$ cat config.mk
export PLATFORM = sky130hd
export DESIGN_NAME = frame_write_controller
export DESIGN_NICKNAME = d
export VERILOG_FILES = /design/src/rtl/frame_write_controller.sv
export SDC_FILE = /design/constraint.sdc
export NUM_CORES = 1
export LEC_CHECK = 0
export ABC_AREA = 1
export CORE_MARGIN = 8
export CORE_UTILIZATION = 25
export CTS_BUF_LIST = sky130_fd_sc_hd__clkbuf_2 sky130_fd_sc_hd__clkbuf_4 sky130_fd_sc_hd__clkbuf_8
export DETAILED_ROUTE_END_ITERATION = 6
export PLACE_DENSITY = 0.57
export SLEW_MARGIN = 10
export SYNTH_ARGS = -nofsm -noshare
export SYNTH_HDL_FRONTEND = slang
export SYNTH_SLANG_ARGS = --single-unit
$ cat constraint.sdc
create_clock -name Clk_in -period 1.4 [get_ports Clk_in]
set_input_delay 0.35 -clock Clk_in [delete_from_list [all_inputs] [get_ports Clk_in]]
set_output_delay 0.35 -clock Clk_in [all_outputs]
set_load 0.05 [all_outputs]
$ cat src/rtl/frame_write_controller.sv
// Frame write controller: stores a raster-scanned RGB frame into SRAM at
// row*W+col, checks line-end framing, and hands the frame to the readout side.
module frame_write_controller #(
  parameter int W = 256,
  parameter int H = 256
) (
  input  logic        Clk_in,
  input  logic        Reset_n,
  input  logic        in_pixel_ready,
  input  logic        in_pixel_valid,
  input  logic        in_line_end,
  input  logic [23:0] in_pixel_data,
  input  logic        read_finish,
  output logic        SRAM_EN_w,
  output logic        SRAM_WE_w,
  output logic [19:0] SRAM_Addr_w,
  output logic [23:0] SRAM_Din,
  output logic        write_finish,
  output logic        frame_error
);

  typedef enum logic [1:0] {W_IDLE, W_WRITE, W_DONE, W_ERR} state_t;

  localparam logic [8:0]  COL_LAST = 9'(W - 1);
  localparam logic [8:0]  ROW_LAST = 9'(H - 1);
  localparam logic [19:0] LINE_W   = 20'(W);

  state_t      state_q, state_d;
  logic [8:0]  col_i_q, col_i_d;
  logic [8:0]  row_i_q, row_i_d;
  logic        wr_q, wr_d;
  logic [19:0] addr_q, addr_d;
  logic [23:0] din_q, din_d;
  logic        write_finish_q, write_finish_d;
  logic        frame_error_q, frame_error_d;

  logic        sof;
  logic        at_last_col;
  logic        at_origin;
  logic        line_end_bad;
  logic [19:0] pix_addr;

  assign sof          = in_pixel_valid & in_pixel_ready;
  assign at_last_col  = (col_i_q == COL_LAST);
  assign at_origin    = (col_i_q == 9'd0) && (row_i_q == 9'd0);
  assign line_end_bad = (in_line_end != at_last_col);
  assign pix_addr     = 20'(row_i_q) * LINE_W + 20'(col_i_q);

  always_comb begin
    state_d        = state_q;
    col_i_d        = col_i_q;
    row_i_d        = row_i_q;
    wr_d           = 1'b0;
    addr_d         = addr_q;
    din_d          = din_q;
    write_finish_d = 1'b0;
    frame_error_d  = frame_error_q;

    case (state_q)
      W_DONE: begin
        // Frame is owned by the readout side; every input pixel is dropped.
        write_finish_d = 1'b1;
        if (read_finish) begin
          state_d        = W_IDLE;
          write_finish_d = 1'b0;
        end
      end
      W_IDLE, W_ERR, W_WRITE: begin
        if (sof) begin
          // A start-of-frame inside an unfinished frame restarts it but flags the loss.
          wr_d          = 1'b1;
          addr_d        = 20'd0;
          din_d         = in_pixel_data;
          col_i_d       = 9'd1;
          row_i_d       = 9'd0;
          state_d       = W_WRITE;
          frame_error_d = (state_q == W_WRITE) && !at_origin;
        end else if (in_pixel_valid && (state_q == W_WRITE)) begin
          wr_d   = 1'b1;
          addr_d = pix_addr;
          din_d  = in_pixel_data;
          if (at_last_col) begin
            col_i_d = 9'd0;
            row_i_d = row_i_q + 9'd1;
          end else begin
            col_i_d = col_i_q + 9'd1;
          end
          if (line_end_bad) begin
            frame_error_d = 1'b1;
            state_d       = W_ERR;
          end else if (at_last_col && (row_i_q == ROW_LAST)) begin
            state_d        = W_DONE;
            write_finish_d = 1'b1;
          end
        end
      end
      default: state_d = W_IDLE;
    endcase
  end

  always_ff @(posedge Clk_in or negedge Reset_n) begin
    if (!Reset_n) begin
      state_q        <= W_IDLE;
      col_i_q        <= 9'd0;
      row_i_q        <= 9'd0;
      wr_q           <= 1'b0;
      addr_q         <= 20'd0;
      din_q          <= 24'd0;
      write_finish_q <= 1'b0;
      frame_error_q  <= 1'b0;
    end else begin
      state_q        <= state_d;
      col_i_q        <= col_i_d;
      row_i_q        <= row_i_d;
      wr_q           <= wr_d;
      addr_q         <= addr_d;
      din_q          <= din_d;
      write_finish_q <= write_finish_d;
      frame_error_q  <= frame_error_d;
    end
  end

  assign SRAM_EN_w    = wr_q;
  assign SRAM_WE_w    = wr_q;
  assign SRAM_Addr_w  = addr_q;
  assign SRAM_Din     = din_q;
  assign write_finish = write_finish_q;
  assign frame_error  = frame_error_q;

endmodule

==> impl_metrics.csv <==
group,metric,value,unit
outcome,outcome,"finished with violations",
outcome,violations,"negative setup slack",
clocking,clock-root-buffer,"clkbuf_8",
synth,ys_ff_latch,65,
floorplan,start_util,25.3,%
placed_design,dp_hpwl,6970,um
synth,synth.distinct_cells,33,
drt,wl,9980,um
setup_path,cp-startpoint,"state_q[1]",
drt,routed_via_density,4.31,
timing,setup_viol,34,
drt,first_pass_iters,4,
synth,synthTopCellsByArea,"dfrtp_1 52%, nand2_1 17%, inv_1 4.1%",
pwr,ir_drop,0.000848,V
finish,fillers,1167,
clocking,cts.clk_slew.worst_paths,70,ps
drt,wl_per_cell,14.4,um
setup_path,cp_max_fo,10,
finish,n_antenna_cell,0,
clocking,tritoncts,"yes",
clocking,cts_max_level,3,
floorplan,coreArea,12500,um^2
setup_path,worstSetupPathType,"reg -> reg",
timing,min_period,1450,ps
synth,async_reset_ff_share,100,%
clocking,cts.sinks,65,
clocking,clock_latency,350,ps
setup_path,crit_chain,"inv_2, nand2_1, nor2_1, buf_4, nor2_4, clkbuf_16, nand2_1, nand2_1",
timing,post-route-period-util,104,%
synth,ys.flop_type,"dfrtp_1",
global_route,grtUsageTotal,11.9,%
clocking,cts_buffer_depth,2,
timing,fin_ws,-54.4,ps
synth,synth-seq-area-share,51.6,%
setup_path,setup.worst_path.start_class,"flop",
synth,yosys.area.top_type_share,51.6,%
setup_path,cp.arrival,1740,ps
synth,postSynthAreaPerCell,8.16,um^2
setup_path,worst_path_most_repeated_cell,"nand2_1",
setup_path,end_kind,"flop",
pwr,power,0.0112,W
setup_path,cpMaxStageDelayCell,"dfrtp_2",
timing,rsz0062_at_grt,"yes",
drt,vias,2993,
floorplan,rows,41,
synth,synth_common_cells,"146 x nand2_1, 65 x dfrtp_1, 34 x inv_1",
floorplan,die_w,128,um
synth,yosys.area.top_type,"dfrtp_1",
synth,syn_area,3150,um^2
synth,synth_most_common_cell,"nand2_1",
finish,final_nets,554,
placed_design,pre_cts_ws,-491,ps
timing,finalHoldViolCount,0,
pwr,cellLeakagePower,2.62,nW
floorplan,fp.dieH,128,um
drt,drc,0,
synth,syn-instance-count,386,
timing,slew_viol_final,0,
drt,drtAntennaViolNets,0,
global_route,grt_pass1_wl,15400,um
floorplan,die-area,16500,um^2
synth,synth-edff-count,0,
global_route,grt_start_max_net_pins,23,
global_route,antenna_found_initial,0,
finish,drive_above_1_share,35.2,%
placed_design,io_buffers,75,
synth,yosysWarningCount,0,
pwr,p_per_area,2020,nW/um^2
drt,drt_iter0_drc,160,
global_route,overflow,0,
placed_design,place.gp.congestion,0.846,
finish,area.growth.synth_to_final,76.3,%
floorplan,io_pins,78,
global_route,first_global_vias,3084,
run,cap_violations,0,
timing,fmax,0.688,GHz
setup_path,required,1690,ps
clocking,cts_buffers,9,
timing,skew,9.89,ps
min_path,hold_path_class,"in -> async",
setup_path,slowest_delay,420,ps
setup_path,reg2reg_from,"state_q[1]",
## flip-flops by register name (all words and copies together), names as in the netlist
name	count
SRAM_Addr_w	18
frame_error	1
state_q	2
SRAM_Din	24
col_i_q	9
write_finish	1
row_i_q	9
SRAM_EN_w	1
## cells by family after synthesis
| family | Yosys count | share of synthesized area, % |
|---|---|---|
| AO/OA/AOI/OAI | 44 | 8.50 |
| buffers and inverters | 50 | 7.27 |
| XOR/XNOR | 3 | 0.834 |
| adder cells (fa/ha/maj) | 7 | 2.78 |
| other | 1 | 0.119 |
| flip-flops | 65 | 51.6 |
| AND/OR/NAND/NOR | 216 | 28.9 |
## critical path, delay by kind of cell (launching register included)
family                 cells  cell delay (ps)
buffers and inverters      3              440
flip-flops                 1              420
AND/OR/NAND/NOR            5              530
## layout make-up
type / count / area, um^2 / share of cell area, %
inverter: 34 / 138 / 2.48
tap: 172 / 215 / 3.88
sequential: 65 / 1630 / 29.3
timing repair buffer: 133 / 1790 / 32.3
clock inverter: 5 / 80.1 / 1.44
clock buffer: 11 / 139 / 2.50
multi-input combinational: 274 / 1560 / 28.1
## worst paths after layout
check	slack, ps	cells after the start	end
hold reg to reg	540	2	SRAM_Din[22]
hold / removal	490	2	row_i_q[8]
max in group asynchronous	460	3	SRAM_Din[5]
setup reg to reg	-50	8	SRAM_Din[11]
min in group Clk_in	530	3	SRAM_Din[20]
setup / recovery	-50	8	SRAM_Din[11]
## repair_timing
action	CTS	global route
hold buffers	1	0
resized for setup	50	47
setup buffers	6	11
hold endpoints to repair	12	0
cloned	2	3
endpoints found under the setup margin	62	59
pin swaps	23	11
## cell usage in the layout (no fill, tap or decap), types with 12 or more instances in the layout
master / netlist / routed
buf_12: 0 / 53
buf_4: 7 / 40
nand2_1: 146 / 133
clkdlybuf4s50_1: 0 / 26
o21ai_1: 3 / 16
nor2_1: 29 / 20
nand3_1: 22 / 16
inv_1: 34 / 26
nand2_2: 2 / 12
dfrtp_1: 65 / 64
## power by group
part	total [W]	internal, W	switching [W]
logic	0.00628	0.00296	0.00332
clock network	0.00178	0.00104	0.000739
registers	0.00314	0.00248	0.000669
## routing by layer
layer / up-vias / GRT usage, % / part of all wire [%]
met3: 20 / 2.41 / 4.5
li1: 1479 / - / -
met1: 1424 / 13.7 / 42
met4: 0 / 7.48 / 2.8
met2: 70 / 19.9 / 51
met5: - / 0 / 0
## stage by stage
stage	setup TNS, ps	cell area, um^2	cells	util, %	hold slack, ps
3_3_place_gp	-24480	4860	659	39.0	323
4_1_cts	-165	5300	683	42.5	492
2_1_floorplan	0	3170	387	-	54.4
6_report	-799	5550	694	44.5	486
3_5_place_dp	-26020	4860	659	39.0	333
5_1_grt	-4340	5550	694	44.5	506
(Power assumes the default switching activity.)
